[src/rtl/demux_1to2_buf.sv]
// demux_1to2_buf: steers one input stream of {data, reg} beats to one of two output ports.
// Each port owns an independent 2-entry FIFO, so a stalled consumer on one port never blocks
// beats bound for the other port.
//
// Ports:
//   clk, rst_n             clock (rising edge) and asynchronous active-low reset
//   in_valid/in_ready      input handshake; in_ready reflects only the selected port's fullness
//   in_sel                 destination: 0 -> port 0 (AR-type), 1 -> port 1 (T-type)
//   in_data/in_reg         beat payload, stored unmodified
//   outN_valid/outN_ready  per-port output handshake
//   outN_data/outN_reg     per-port FIFO head, read straight from storage flops
//   cnt0/cnt1              per-port occupancy (0..2)
module demux_1to2_buf #(
  parameter int unsigned DW = 32,
  parameter int unsigned RW = 4
) (
  input  logic          clk,
  input  logic          rst_n,
  input  logic          in_valid,
  output logic          in_ready,
  input  logic          in_sel,
  input  logic [DW-1:0] in_data,
  input  logic [RW-1:0] in_reg,
  output logic          out0_valid,
  input  logic          out0_ready,
  output logic [DW-1:0] out0_data,
  output logic [RW-1:0] out0_reg,
  output logic          out1_valid,
  input  logic          out1_ready,
  output logic [DW-1:0] out1_data,
  output logic [RW-1:0] out1_reg,
  output logic [1:0]    cnt0,
  output logic [1:0]    cnt1
);

  // Storage indexed [port][slot].
  logic [1:0][1:0][DW-1:0] data_q, data_d;
  logic [1:0][1:0][RW-1:0] reg_q, reg_d;
  logic [1:0]              wr_ptr_q, wr_ptr_d;
  logic [1:0]              rd_ptr_q, rd_ptr_d;
  logic [1:0][1:0]         cnt_q, cnt_d;

  logic [1:0] push, pop, out_valid, out_ready;

  // Readiness depends only on the selected port's registered count, never on the consumers,
  // so a full port cannot accept even if it is being drained this cycle.
  assign in_ready  = in_sel ? (cnt_q[1] != 2'd2) : (cnt_q[0] != 2'd2);

  assign out_ready = {out1_ready, out0_ready};
  assign out_valid = {(cnt_q[1] != 2'd0), (cnt_q[0] != 2'd0)};

  assign push = {in_valid & in_ready & in_sel, in_valid & in_ready & ~in_sel};
  assign pop  = out_valid & out_ready;

  always_comb begin
    data_d   = data_q;
    reg_d    = reg_q;
    wr_ptr_d = wr_ptr_q;
    rd_ptr_d = rd_ptr_q;
    cnt_d    = cnt_q;
    for (int p = 0; p < 2; p++) begin
      if (push[p]) begin
        data_d[p][wr_ptr_q[p]] = in_data;
        reg_d[p][wr_ptr_q[p]]  = in_reg;
        wr_ptr_d[p]            = ~wr_ptr_q[p];
      end
      if (pop[p]) begin
        rd_ptr_d[p] = ~rd_ptr_q[p];
      end
      // Push into a full port is blocked by in_ready, so the count stays within 0..2.
      unique case ({push[p], pop[p]})
        2'b10:   cnt_d[p] = cnt_q[p] + 2'd1;
        2'b01:   cnt_d[p] = cnt_q[p] - 2'd1;
        default: cnt_d[p] = cnt_q[p];
      endcase
    end
  end

  // Storage is cleared too so the heads read 0 after reset until the first push.
  always_ff @(posedge clk or negedge rst_n) begin
    if (!rst_n) begin
      data_q   <= '0;
      reg_q    <= '0;
      wr_ptr_q <= '0;
      rd_ptr_q <= '0;
      cnt_q    <= '0;
    end else begin
      data_q   <= data_d;
      reg_q    <= reg_d;
      wr_ptr_q <= wr_ptr_d;
      rd_ptr_q <= rd_ptr_d;
      cnt_q    <= cnt_d;
    end
  end

  assign out0_valid = out_valid[0];
  assign out1_valid = out_valid[1];
  assign out0_data  = data_q[0][rd_ptr_q[0]];
  assign out0_reg   = reg_q[0][rd_ptr_q[0]];
  assign out1_data  = data_q[1][rd_ptr_q[1]];
  assign out1_reg   = reg_q[1][rd_ptr_q[1]];
  assign cnt0       = cnt_q[0];
  assign cnt1       = cnt_q[1];

endmodule

[config.mk]
export PLATFORM = sky130hd
export DESIGN_NAME = demux_1to2_buf
export DESIGN_NICKNAME = d
export VERILOG_FILES = /design/src/rtl/demux_1to2_buf.sv
export SDC_FILE = /design/constraint.sdc
export NUM_CORES = 1
export LEC_CHECK = 0
export ABC_AREA = 1
export CAP_MARGIN = 10
export CORE_MARGIN = 3
export CORE_UTILIZATION = 48
export DETAILED_ROUTE_END_ITERATION = 16
export PLACE_DENSITY = 0.85
export SYNTH_ARGS = -nofsm -noshare
export SYNTH_HDL_FRONTEND = slang
export SYNTH_SLANG_ARGS = --single-unit
[constraint.sdc]
create_clock -name clk -period 1.7 [get_ports clk]
set_clock_uncertainty 0.05 [all_clocks]
set_input_delay 0.255 -clock clk [delete_from_list [all_inputs] [get_ports clk]]
set_output_delay 0.255 -clock clk [all_outputs]
set_load 0.05 [all_outputs]
=== Word-level counts from Yosys, hierarchy flattened ===
Index checks and enable logic that the tools add are counted.

* Flip-flop bits (word level): 152
* Word-level logic and storage cells: 68

* Equality and inequality tests: 6
* $lt $le $gt $ge: 6
* Reduce and logical (&&, ||, !) cells: 6
* Muxes and demuxes: 23
* Add/subtract/negate cells: 4
* Bitwise logic cells: 9

{| class="wikitable"
|+ Operators by type and width
! operator !! number
|-
| 2-to-1 mux 32 bit || 6
|-
| bitwise mux 64 bit || 2
|-
| demux 32 bit (select 1 bit) || 2
|-
| 2-to-1 mux 4 bit || 6
|-
| bitwise mux 8 bit || 2
|-
| demux 4 bit (select 1 bit) || 2
|-
| < comparator 1 x 2 -> 1 bit (second input constant) || 4
|-
| case mux 2 bit (2 select lines) || 2
|-
| nonzero test 2 bit || 4
|-
| inverter 1 bit || 5
|-
| adder 2 x 1 -> 2 bit (second input constant) || 2
|-
| == test 2 x 1 -> 1 bit (second input constant) || 2
|-
| == test 2 bit (second input constant) || 2
|-
| inequality test 2 bit (second input constant) || 2
|-
| subtractor 2 x 1 -> 2 bit (second input constant) || 2
|-
| bitwise AND 1 bit || 3
|-
| bitwise AND 2 bit || 1
|-
| greater-or-equal comparator 1 bit (second input constant) || 2
|-
| logical AND 1 bit || 2
|-
| 2-to-1 mux 1 bit || 1
|}

=== Logic depth before layout (Yosys ltp) ===
Gate-level depths: netlist of run 1.

* Depth after elaboration: 6
* Depth in mapped cells: 9
* Mapped depth without buffers: 8

=== Worst setup path before layout of run 1 ===
OpenSTA, ideal clock, no wires.

* Path type: register -> register
* Start: register cnt_q (netlist bit cnt1[1])
* End: register cnt_q (netlist bit cnt1[1])
* Stages on the path, launching flop included: 9
* Path slack: -0.463 ns
* Path buffers: 0
* Arrival: 1.981 ns
* Cells stage by stage: dfrtp_1 -> inv_1 -> nand2_1 -> nand2_1 -> inv_1 -> ha_1 -> a21oi_1 -> o21ai_0 -> xor2_1

* Elaborated cells between the ends (all ways): 12
* Classes of those cells: add/sub (2); eq/ne (3); mux (2); bitwise (3); reduce/logical (2)

{| class="wikitable"
|+ RTL lines
! item !! RTL line !! RTL
|-
| start, declared || 41 || <nowiki>logic [1:0][1:0] cnt_q, cnt_d;</nowiki>
|-
| start signal, assigned || 92 || <nowiki>cnt_q <= cnt_d;</nowiki>
|-
| nonzero test 2 bit * || 50 || <nowiki>assign out_valid = {(cnt_q[1] != 2'd0), (cnt_q[0] != 2'd0)};</nowiki>
|-
| via out1_valid || 28 || <nowiki>output logic out1_valid,</nowiki>
|-
| bitwise AND 2 bit * || 53 || <nowiki>assign pop = out_valid & out_ready;</nowiki>
|-
| via pop[1] || 43 || <nowiki>logic [1:0] push, pop, out_valid, out_ready;</nowiki>
|-
| == test 2 x 1 -> 1 bit or == test 2 bit (tied branches) || 71 || <nowiki>unique case ({push[p], pop[p]})</nowiki>
|-
| case mux 2 bit (2 select lines) or nonzero test 2 bit (tied branches) || - ||
|}

The timed path passes the listed nets; every way through them passes the cells marked *.
A chain may end at the register's enable or synchronous reset.

=== Final worst setup path of run 1 ===
* Start: register rd_ptr_q[0]
* End: output out0_data[27]

* Longest elaborated chain between the ends: 2

{| class="wikitable"
|+ Ends and longest elaborated chain
! item !! RTL line !! RTL
|-
| start, declared || 40 || <nowiki>logic [1:0] rd_ptr_q, rd_ptr_d;</nowiki>
|-
| start signal, assigned || 91 || <nowiki>rd_ptr_q <= rd_ptr_d;</nowiki>
|-
| 2-to-1 mux 32 bit (not written as such) (2 in series) || 98 || <nowiki>assign out0_data = data_q[0][rd_ptr_q[0]];</nowiki>
|-
| end, declared || 26 || <nowiki>output logic [DW-1:0] out0_data,</nowiki>
|}

No other way between the ends. The select of a mux whose other input is x is not followed.

==> results of run 1 <==
cells by family after synthesis:
| logic type | Yosys count | share of synthesized area (%) |
|---|---|---|
| AO/OA/AOI/OAI | 221 | 17.9 |
| XOR/XNOR | 8 | 0.972 |
| adder cells (fa/ha/maj) | 2 | 0.347 |
| buffers and inverters | 174 | 9.66 |
| flip-flops | 152 | 52.8 |
| AND/OR/NAND/NOR | 336 | 18.4 |
state kept, by name, indices dropped and copies added (netlist names):
register  count
data_q      128
cnt0          2
cnt1          2
reg_q        16
rd_ptr_q      2
wr_ptr_q      2
final cells by class:
class                           count  share of cell area, %
Clock buffer                       23                   4.55
Clock inverter                      8                   1.07
Inverter                          118                   4.07
Multi-Input combinational cell    567                   29.8
Sequential cell                   152                   34.8
Tap cell                          184                   2.10
Timing Repair Buffer              168                   23.6
cell usage after synthesis:
cell type	number	share of area [%]
xor2_1	4	0.49
inv_2	3	0.16
clkbuf_1	22	1.1
buf_1	7	0.36
nand2_1	328	17
a21oi_1	2	0.14
buf_6	1	0.16
clkbuf_2	1	0.069
ha_1	2	0.35
nand4_4	1	0.30
buf_2	24	1.7
nor2_4	4	0.63
dfrtp_1	152	53
buf_4	1	0.10
nand2_2	1	0.087
xnor2_1	4	0.49
inv_1	115	6.0
nand3_2	2	0.28
o21ai_1	1	0.069
o21bai_1	72	7.5
o21ai_0	146	10
repair_timing:
| item | CTS | global route |
|---|---|---|
| resized for setup | 64 | 32 |
| setup buffers | 5 | 3 |
| cloned | 0 | 3 |
| endpoints found under the setup margin | 73 | 73 |
| pin swaps | 3 | 9 |
| hold buffers | 1 | 0 |
| endpoints found under the hold margin | 39 | 0 |
layer usage:
metal  part of all wire (%)  GRT usage (%)  vias up
met5                      0              0        -
met4                    3.3           12.2        0
met3                    6.5           5.48       66
met2                     50           44.5      322
met1                     40           34.0     3257
li1                       -              -     3038
critical path, cell delays in order, from the launching register on:
cell and delay, ns:
dfrtp_2 0.41, buf_12 0.27, nand2_1 0.15, o21ai_2 0.15, buf_12 0.18
per-stage QoR:
step / setup TNS (ns) / worst slack [ns] / utilization [%] / hold WS [ns]
after floorplan: -5.96 / -0.133 / - / -0.0906
final: -6.62 / -0.205 / 75.0 / 0.287
after global routing: -10.37 / -0.235 / 75.0 / 0.312
after detailed placement: -20.28 / -0.200 / 67.0 / 0.186
after global placement: -14.57 / -0.136 / 67.0 / 0.183
after CTS: -6.22 / -0.160 / 73.3 / 0.304
worst max-delay path by stage:
| stage | end | cells past startpoint | from | slack [ns] |
|---|---|---|---|---|
| after floorplan | cnt1[1] | 9 | cnt1[0] | -0.13 |
| after global placement | cnt0[1] | 7 | in_sel | -0.14 |
| after detailed placement | data_q[58] | 8 | in_sel | -0.20 |
| after CTS | out1_data[6] | 4 | rd_ptr_q[1] | -0.16 |
| after global routing | out0_data[27] | 4 | rd_ptr_q[0] | -0.23 |
| final | out0_data[27] | 4 | rd_ptr_q[0] | -0.20 |
==> impl_metrics.toml, run 1 <==
[synth]
ys_seq_area_share_pct = 52.8
synthCells = 893
synth_area_mm2 = 0.00720
syn_area_per_cell_um2 = 8.07
syn_nets = 937
ys_types = 21
yosys_register_bits = 152
yosys_warnings = 0

[die]
fp.dieW_um = 129
start_util_pct = 49.4
die_area_mm2 = 0.0165
core_area_mm2 = 0.0146
die_h_um = 129
num_rows = 44
num_io_pins = 121

[finish]
area_delta_synth_final_pct = 51.9
final_area_mm2 = 0.0109
fin_cells = 1220
nets = 1068
final_cell_mix = "311 x nand2_1, 145 x dfrtp_1, 113 x inv_1"
drive_gt1_share_pct = 26.0
multi_input_area_mm2 = 0.00326
nFillCells = 890
n_antenna_cell = 0
seqCellArea_mm2 = 0.00381
final_common_cell = "nand2_1"

[route]
route.detailed.drc = 0
dr.pass1.iters = 5
vias = 6683
drt-initial-drc-count = 639
routed_via_density = 5.48
wl_per_cell_um = 17.8
wl_um = 21800
antenna_left = 0

[clocking]
root_buffer = "clkbuf_16"
htreeDepth = 4
cts.sink_count = 152
clock_latency_ns = 0.43
cts_made_buffers = 17
cts_tree = "done"
clk_path_buf_depth = 2
path_clk_slew_ns = 0.06

[sta]
finalCritPeriodShare_pct = 112
slew_viol_final = 0
final-hold-violation-count = 0
relSlewSlack_pct = 67.1
min_period_ns = 1.90
grt_setup_unrepaired = "true"
setup_viol = 71
fmax_ghz = 0.525
worst_slew_pin_slew_ns = 0.493
setup_ws_ns = -0.205

[worst_setup_path]
cp_max_fo = 37
r2r_cells = 8
path_class = "reg2out"
cp.arrival_ns = 1.60
r2r_slack_ns = 0.10
crit_required_ns = 1.39
reg2reg_from = "cnt1[1]"
cp-end-kind = "output pin"
r2r-end = "cnt1[1]"
worstSetupStartpointType = "flop"

[placed_design]
dpl_cell_area_mm2 = 0.00977
hpwlAfterDp_um = 13000
gp_congestion = 0.786
dp.cells = 1177
io_buffers = 120

[global_route]
grt-ovfl-total = 0
grt_first_pass_wirelength_um = 34500
grt_pass1_vias = 6854
grt_max_degree = 47
grt_usage_pct = 26.8
antenna_found_initial = 0

[flow_run]
cap_violations = 0

[run_status]
status = "complete, but fails checks"
violations = "negative setup slack"

[worst_hold_path]
hold_class = "in2async"
Power of run 1 is not shown: default switching activity piles up to over one toggle a cycle in this logic, so the estimate is an artifact.
==> run 2: changes to the inputs <==
--- a/config.mk
+++ b/config.mk
@@ -8,9 +8,10 @@
 export ABC_AREA = 1
 export CAP_MARGIN = 10
 export CORE_MARGIN = 3
-export CORE_UTILIZATION = 48
+export CORE_UTILIZATION = 45
 export DETAILED_ROUTE_END_ITERATION = 16
-export PLACE_DENSITY = 0.85
+export PLACE_DENSITY = 0.81
+export SLEW_MARGIN = 10
 export SYNTH_ARGS = -nofsm -noshare
 export SYNTH_HDL_FRONTEND = slang
 export SYNTH_SLANG_ARGS = --single-unit
==> impl_metrics.toml, run 2 (same netlist as run 1, synthesis figures left out) <==
[run_status]
status = "complete, but fails checks"
violations = "negative setup slack"

[sta]
final-hold-violation-count = 0
setup_viol = 102
finalCritPeriodShare_pct = 111
grt_setup_unrepaired = "true"
slew_viol_final = 0
worst_slew_pin_slew_ns = 0.633
setup_ws_ns = -0.188
min_period_ns = 1.89
relSlewSlack_pct = 57.7
fmax_ghz = 0.530
setup_tns_ns = -9.53

[placed_design]
io_buffers = 120
pre_cts_slack_ns = -0.431
dpl_cell_area_mm2 = 0.00979
dp.cells = 1202
hpwlAfterDp_um = 12500
gp_congestion = 0.786

[global_route]
grt_first_pass_wirelength_um = 33500
gr-usage-met1_pct = 30.6
grt_busiest_layer = "met2"
grt_max_degree = 45
grtUsageMet3_pct = 5.40
antenna_found_initial = 0
grt-ovfl-total = 0
grt_pass1_vias = 6532
met2_usage_pct = 40.0
grt_usage_pct = 23.9

[clocking]
path_clk_slew_ns = 0.06
cts_made_buffers = 17
clock_latency_ns = 0.43
cts.sink_count = 152
clk_path_buf_depth = 2
htreeDepth = 4
root_buffer = "clkbuf_16"
cts_tree = "done"

[route]
wl_um = 22600
dr.pass1.iters = 5
drt-initial-drc-count = 596
antenna_left = 0
vias = 6720
routed_via_density = 5.37
route.detailed.drc = 0
wl_per_cell_um = 18.1

[finish]
regMostFlops = "data_q"
seqCellArea_mm2 = 0.00381
fin_cells = 1252
final_area_mm2 = 0.0113
drive_gt1_share_pct = 28.7
nFillCells = 985
multi_input_area_mm2 = 0.00343
n_antenna_cell = 0
area_delta_synth_final_pct = 56.4
largest_register_ffs = 128
final_common_cell = "nand2_1"
nets = 1072
final_cell_mix = "288 x nand2_1, 145 x dfrtp_1, 113 x inv_1"
top_regs = "data_q x128, reg_q x16"

[die]
fp.dieW_um = 133
start_util_pct = 46.7
core_area_mm2 = 0.0154
die_area_mm2 = 0.0176
num_rows = 45
num_io_pins = 121
die_h_um = 133

[worst_setup_path]
crit_required_ns = 1.39
path_class = "reg2out"
cp.arrival_ns = 1.58
r2r-end = "data_q[31]"
crit_slowest_cell = "dfrtp_4"
reg2reg_from = "cnt1[0]"
worstSetupStartpointType = "flop"
r2r_cells = 11
cpPeakStageDelay_ns = 0.44
cp_top_family = "flip-flops"
cp_max_fo = 34
r2r_slack_ns = -0.05
cp-end-kind = "output pin"
cpMostUsedCell = "buf_12"
cp_cell_sequence = "buf_12 > nand2_1 > o21ai_4 > buf_12"
worstPathBufferInverterCount = 2

[flow_run]
cap_violations = 0

[worst_hold_path]
hold_class = "in2async"
-- run 2: metal layers --
layer | up-vias | part of all wire [%]
li1 | 3043 | -
met1 | 3299 | 40
met2 | 317 | 51
met3 | 61 | 6.7
met4 | 0 | 2.7
met5 | - | 0
-- run 2: worst max path at each step --
stage                     cells after the start   startpoint       endpoint  slack, ns
after global routing                          4  rd_ptr_q[0]  out0_data[30]      -0.23
after global placement                        6       in_sel    data_q[116]      -0.37
after detailed placement                      6       in_sel    data_q[117]      -0.43
after floorplan                               9      cnt1[0]        cnt1[1]      -0.13
final                                         4  rd_ptr_q[0]  out0_data[30]      -0.19
after CTS                                     4  rd_ptr_q[0]  out0_data[31]      -0.17
-- run 2: area by class of cell --
type                            count  area share, %
Multi-Input combinational cell    568           30.4
Sequential cell                   152           33.8
Timing Repair Buffer              171           23.8
Clock buffer                       21           4.17
Tap cell                          211           2.34
Inverter                          118           3.93
Clock inverter                     11           1.51
-- run 2: worst register-to-register path, delay by kind of cell (launching register included) --
kind                   cells  cell delay, ns
buffers and inverters      6            0.81
flip-flops                 1            0.41
AND/OR/NAND/NOR            5            0.35
-- run 2: through the flow --
stage,util [%],hold slack (ns)
after floorplan,-,-0.0906
after global placement,63.5,0.168
after detailed placement,63.5,0.167
after CTS,69.5,0.285
after global routing,73.1,0.317
final,73.1,0.279
-- run 2: timing repair --
action	CTS	global route
setup endpoints to repair	109	182
endpoints found under the hold margin	38	0
gates cloned	1	7
pin swaps	2	22
buffers inserted	1	8
gates resized for setup	62	76
hold buffers	1	0
Power of run 2 is left out for the same reason.
